--- src/rtl/tile_pixel_fetch.sv ---
// Tile-map / texture / palette pixel pipeline for the picosoc video path.
// Four-clock fixed latency from x/y/active sample to rgb, sideband delayed to match.
module tile_pixel_fetch #(
  parameter int H_ACTIVE = 640,
  parameter int V_ACTIVE = 480,
  parameter int MAP_W    = 80
) (
  input  logic        clk,
  input  logic        reset,
  input  logic [9:0]  x,
  input  logic [9:0]  y,
  input  logic        active,
  input  logic        hsync_in,
  input  logic        vsync_in,
  input  logic [9:0]  scroll_x,
  input  logic [9:0]  scroll_y,
  output logic [12:0] map_raddr,
  output logic        map_ren,
  input  logic [5:0]  map_rdata,
  output logic [11:0] tex_raddr,
  output logic        tex_ren,
  input  logic [2:0]  tex_rdata,
  input  logic        pal_wen,
  input  logic [2:0]  pal_waddr,
  input  logic [11:0] pal_wdata,
  output logic [11:0] rgb,
  output logic        hsync,
  output logic        vsync,
  output logic        de
);

  typedef struct packed {
    logic act;
    logic hs;
    logic vs;
  } side_t;

  logic        vsync_prev_q;
  logic [9:0]  sx_l_q, sx_l_d, sy_l_q, sy_l_d;
  logic [10:0] sum_x, sum_y;
  logic [9:0]  sx, sy;
  logic [5:0]  row;
  logic [6:0]  col;
  logic [12:0] map_raddr_q, map_raddr_d;
  logic        map_ren_q;
  logic [5:0]  lo1_q, lo2_q;
  logic [11:0] tex_raddr_q, tex_raddr_d;
  logic        tex_ren_q;
  side_t       side_in;
  side_t       side_q [4];
  side_t       out_q;
  logic [11:0] pal_q [8];
  logic [11:0] rgb_q, rgb_d;
  logic        unused_sy_msb;

  // NOTE: every variable gets a default at the top of always_comb so no path leaves it unassigned (no latch).
  always_comb begin
    sx_l_d = sx_l_q;
    sy_l_d = sy_l_q;
    // Out-of-range requests are dropped per axis; the old offset stays in force.
    if (vsync_in && !vsync_prev_q) begin
      if (scroll_x < 10'(H_ACTIVE)) sx_l_d = scroll_x;
      if (scroll_y < 10'(V_ACTIVE)) sy_l_d = scroll_y;
    end

    sum_x = {1'b0, x} + {1'b0, sx_l_q};
    sum_y = {1'b0, y} + {1'b0, sy_l_q};
    sx    = (sum_x >= 11'(H_ACTIVE)) ? 10'(sum_x - 11'(H_ACTIVE)) : sum_x[9:0];
    sy    = (sum_y >= 11'(V_ACTIVE)) ? 10'(sum_y - 11'(V_ACTIVE)) : sum_y[9:0];

    row = sy[8:3];
    col = sx[9:3];
    if (MAP_W == 80) map_raddr_d = ({7'd0, row} << 6) + ({7'd0, row} << 4) + {6'd0, col};
    else             map_raddr_d = 13'(row * MAP_W) + {6'd0, col};

    tex_raddr_d = {map_rdata, lo2_q};
    rgb_d       = side_q[3].act ? pal_q[tex_rdata] : 12'h000;
    side_in     = {active, hsync_in, vsync_in};
  end

  assign unused_sy_msb = sy[9];

  // NOTE: sequential state uses non-blocking assignments so every stage samples pre-edge values.
  always_ff @(posedge clk) begin
    if (reset) begin
      vsync_prev_q <= 1'b0;
      sx_l_q       <= '0;
      sy_l_q       <= '0;
      map_raddr_q  <= '0;
      map_ren_q    <= 1'b0;
      lo1_q        <= '0;
      lo2_q        <= '0;
      tex_raddr_q  <= '0;
      tex_ren_q    <= 1'b0;
      rgb_q        <= '0;
      out_q        <= '0;
      for (int i = 0; i < 4; i++) side_q[i] <= '0;
      // NOTE: the palette is a small register array with defined power-up colours, so it is reset, unlike a RAM.
      for (int i = 0; i < 8; i++) pal_q[i] <= {3{i[2:0], 1'b0}};
    end else begin
      vsync_prev_q <= vsync_in;
      sx_l_q       <= sx_l_d;
      sy_l_q       <= sy_l_d;

      side_q[0] <= side_in;
      side_q[1] <= side_q[0];
      side_q[2] <= side_q[1];
      side_q[3] <= side_q[2];

      map_ren_q <= active;
      if (active) map_raddr_q <= map_raddr_d;
      lo1_q <= {sy[2:0], sx[2:0]};
      lo2_q <= lo1_q;

      tex_ren_q <= side_q[1].act;
      if (side_q[1].act) tex_raddr_q <= tex_raddr_d;

      rgb_q <= rgb_d;
      out_q <= side_q[3];

      // A same-edge lookup above already read the old entry.
      if (pal_wen) pal_q[pal_waddr] <= pal_wdata;
    end
  end

  assign map_raddr = map_raddr_q;
  assign map_ren   = map_ren_q;
  assign tex_raddr = tex_raddr_q;
  assign tex_ren   = tex_ren_q;
  assign rgb       = rgb_q;
  assign hsync     = out_q.hs;
  assign vsync     = out_q.vs;
  assign de        = out_q.act;

endmodule

--- config.mk ---
export PLATFORM = sky130hd
export DESIGN_NAME = tile_pixel_fetch
export DESIGN_NICKNAME = d
export VERILOG_FILES = /design/src/rtl/tile_pixel_fetch.sv
export SDC_FILE = /design/constraint.sdc
export NUM_CORES = 1
export LEC_CHECK = 0
export ABC_CLOCK_PERIOD_IN_PS = 5500
export CORE_MARGIN = 5
export CORE_UTILIZATION = 55
export CTS_BUF_LIST = sky130_fd_sc_hd__clkbuf_16
export DETAILED_ROUTE_END_ITERATION = 12
export GPL_TIMING_DRIVEN = 0
export PLACE_DENSITY = 0.85
export SYNTH_ARGS = -nofsm -noshare
export SYNTH_HDL_FRONTEND = slang
export SYNTH_SLANG_ARGS = --single-unit
export TNS_END_PERCENT = 1
--- constraint.sdc ---
create_clock -name clk -period 5.5 [get_ports clk]
set_input_delay 0.55 -clock clk [delete_from_list [all_inputs] [get_ports clk]]
set_output_delay 0.55 -clock clk [all_outputs]
set_load 0.03 [all_outputs]
==> impl_metrics.json <==
{
  "wl_per_cell_um": 19.2,
  "grt_use_met2_pct": 39.8,
  "fill_cells": 1069,
  "cap_viol_max_count": 0,
  "initial_core_util_pct": 55.7,
  "clk_pin_slew_ns": 0.07,
  "synth_edf_count": 96,
  "path_class": "input port to flip-flop",
  "clockRootBuffer": "clkbuf_16",
  "hold_class": "flip-flop to flip-flop",
  "ir_worst_vdd_uv": 233,
  "antenna_found_initial": 2,
  "synth.area.top_cells": "edfxtp_1, dfxtp_1, mux4_2, mux2i_1, ha_1",
  "skew_ns": 0.00867,
  "clk_latency_ns": 0.44,
  "dpl_cell_area_um2": 9750,
  "route.vias.total": 5936,
  "end_kind": "flip-flop",
  "drc": 0,
  "viasPerCell": 5.78,
  "cts_sinks": 180,
  "drt_iter0_markers": 345,
  "grt_use_met1_pct": 25.7,
  "synth_ff_type": "edfxtp_1",
  "finalMaxSlewViolations": 0,
  "register_area_um2": 4560,
  "yosys-top-cells-count": "edfxtp_1, dfxtp_1, nor2_1",
  "p_per_area_nw_per_um2": 322,
  "synth-simple-area-share_pct": 16.9,
  "synth.most_common_cell": "edfxtp_1",
  "synthAdderAreaFrac_pct": 5.61,
  "cp_max_fo": 5,
  "synth_seq_cells": 180,
  "grt_start_max_net_pins": 18,
  "ant_nets": 0,
  "period_needed_ns": 5.28,
  "first_global_vias": 6152,
  "io_buffers": 108,
  "synth_cells": 697,
  "outcome": "finished, final reports clean",
  "n_antenna_cell": 0,
  "dieArea_um2": 17900,
  "p_leak_uw": 0.00400,
  "synth_area_um2": 8430,
  "critPathArrivalTime_ns": 5.62,
  "cp.required_ns": 5.85,
  "tritoncts": "yes",
  "synth_xor_area_share_pct": 1.65,
  "fmax_ghz": 0.189,
  "synth_compound_area_share_pct": 7.40,
  "multi_input_area_um2": 3710,
  "synthArstFlopShare_pct": 0,
  "dp_hpwl_um": 14100,
  "grt-busiest-layer": "met2",
  "startpoint_type": "input port",
  "grt_use_met3_pct": 6.00,
  "ctsLongestPathBuffers": 2,
  "chipWidth_um": 134,
  "grt.total_usage_pct": 22.5,
  "area_delta_synth_final_pct": 22.5,
  "synth_mux_area_share_pct": 12.3,
  "setup_tns_ns": 0,
  "avgSynthCellArea_um2": 12.1,
  "setup_viol": 0,
  "synth_top_family_by_area": "simple AND/OR/NAND/NOR gates",
  "htreeDepth": 4,
  "final_hold_viol_count": 0,
  "synth_top_area_cell": "edfxtp_1",
  "place.gp.congestion": 0.871,
  "finalCritPeriodShare_pct": 96.0,
  "io_pins": 112,
  "fp-row-count": 45,
  "die_y_um": 134,
  "tightestPinTransition_ns": 0.890,
  "ys_types": 58,
  "drive_above_1_share_pct": 10.3,
  "synth_nets": 803,
  "firstDrtPassIters": 5,
  "core_um2": 15100,
  "fin_nets": 932,
  "drt-total-wl_um": 19700,
  "seq_area_frac_synth_pct": 54.1,
  "max_slew_margin_pct": 40.7,
  "fin_area_um2": 10300,
  "synth_top_area_share_pct": 34.2,
  "ys_warn_count": 0,
  "cts_buffers": 17,
  "grt_overflow": 0,
  "grt_pass1_wl_um": 30900
}
[cell usage in the layout (no fill, tap or decap), types with 4 or more instances in the layout]
cell / synthesis / layout
or2_2: 11 / 11
nor2b_1: 31 / 31
a211oi_1: 6 / 4
o21ai_0: 16 / 16
clkbuf_1: 22 / 22
nand2b_1: 8 / 8
ha_1: 33 / 32
nor2_1: 70 / 70
xnor2_1: 7 / 7
a211oi_2: 2 / 4
clkdlybuf4s50_1: 0 / 108
nor3_1: 10 / 10
inv_1: 15 / 16
a21oi_1: 14 / 13
a21o_1: 7 / 7
mux2i_1: 47 / 47
clkbuf_16: 0 / 17
nand2_1: 19 / 19
a211o_1: 5 / 5
dfxtp_1: 84 / 84
o21a_1: 7 / 7
mux4_2: 24 / 24
or3_1: 34 / 34
and2_1: 62 / 62
xor2_1: 7 / 7
edfxtp_1: 96 / 96
buf_1: 7 / 7
inv_6: 0 / 5
[state kept, by name (all words and copies together), names as in the netlist]
name       cells
de             1
pal_q         96
hsync          1
map_raddr     13
side_q        12
sx_l_q        10
tex_raddr     12
lo1_q          6
vsync          1
lo2_q          6
rgb           12
sy_l_q        10
[cells by family (layout without fill, tap and decap cells)]
group | Yosys count | in the layout
flip-flops | 180 | 180
multiplexers | 73 | 73
adder cells (fa/ha/maj) | 36 | 36
XOR/XNOR | 15 | 15
buffers and inverters | 46 | 188
AND/OR/NAND/NOR | 261 | 261
AO/OA/AOI/OAI | 86 | 86
[where the power goes]
group | internal, uW | switching [uW]
sequential | 1500 | 34.8
combinational | 303 | 352
clock | 590 | 546
[per-layer routing]
metal | routed length, um | vias to the layer above | part of all wire [%]
li1 | - | 2793 | -
met4 | 642 | 4 | 3.3
met1 | 7490 | 2864 | 38
met5 | 37 | - | 0.19
met3 | 1320 | 45 | 6.7
met2 | 10200 | 230 | 52
[cell type report]
class                   instances  share of cell area (%)
plain buffers                  31                    1.15
inverters                      15                   0.545
clock buffers                  17                    4.12
well taps                     188                    2.28
clock inverters                15                    1.16
flip-flops and latches        180                    44.2
repair buffers                110                    10.6
multi-input cells             471                    35.9
[metrics by stage]
step / worst slack, ns / hold slack (ns) / total power (uW) / util (%) / instances
after CTS: 0.0832 / 0.437 / 3330 / 68.0 / 1025
after floorplan: 0.626 / 0.414 / 1980 / - / 697
after global routing: -0.0734 / 0.453 / 3460 / 68.2 / 1027
after detailed placement: -0.333 / 0.420 / 2200 / 64.4 / 993
after global placement: -0.120 / 0.417 / 2170 / 64.4 / 993
final: 0.222 / 0.435 / 3330 / 68.2 / 1027
[path summary, 6_finish.rpt]
path           startpoint            end  slack, ns  depth (start not counted)
max                  x[0]  map_raddr[11]       0.22                         23
min          side_q[0][1]   side_q[1][1]       0.43                          1
max reg2reg     sx_l_q[0]  map_raddr[11]       0.45                         22
min reg2reg  side_q[0][1]   side_q[1][1]       0.43                          1
[worst max-delay path, cell delays in order]
cell             delay [ns]
clkdlybuf4s50_1        0.42
ha_1                   0.26
fa_2                   0.39
a211o_1                0.30
a211oi_2               0.27
o21ai_1                0.15
a21o_1                 0.22
nand2_1                0.10
ha_2                   0.22
o41a_1                 0.15
o21a_1                 0.11
o22ai_1                0.10
ha_1                   0.32
ha_1                   0.19
inv_1                  0.06
fa_1                   0.40
nor2b_1                0.13
o21ai_0                0.13
a21boi_1               0.19
o21ai_0                0.15
nand2_1                0.11
or4b_1                 0.43
a311oi_1               0.27
[repair_timing]
item	in CTS	in global routing
setup buffers	0	2
setup endpoints to repair	0	1
hold buffers	0	0
resized for setup	0	6
Note: power is estimated with default switching activity, not from simulation.
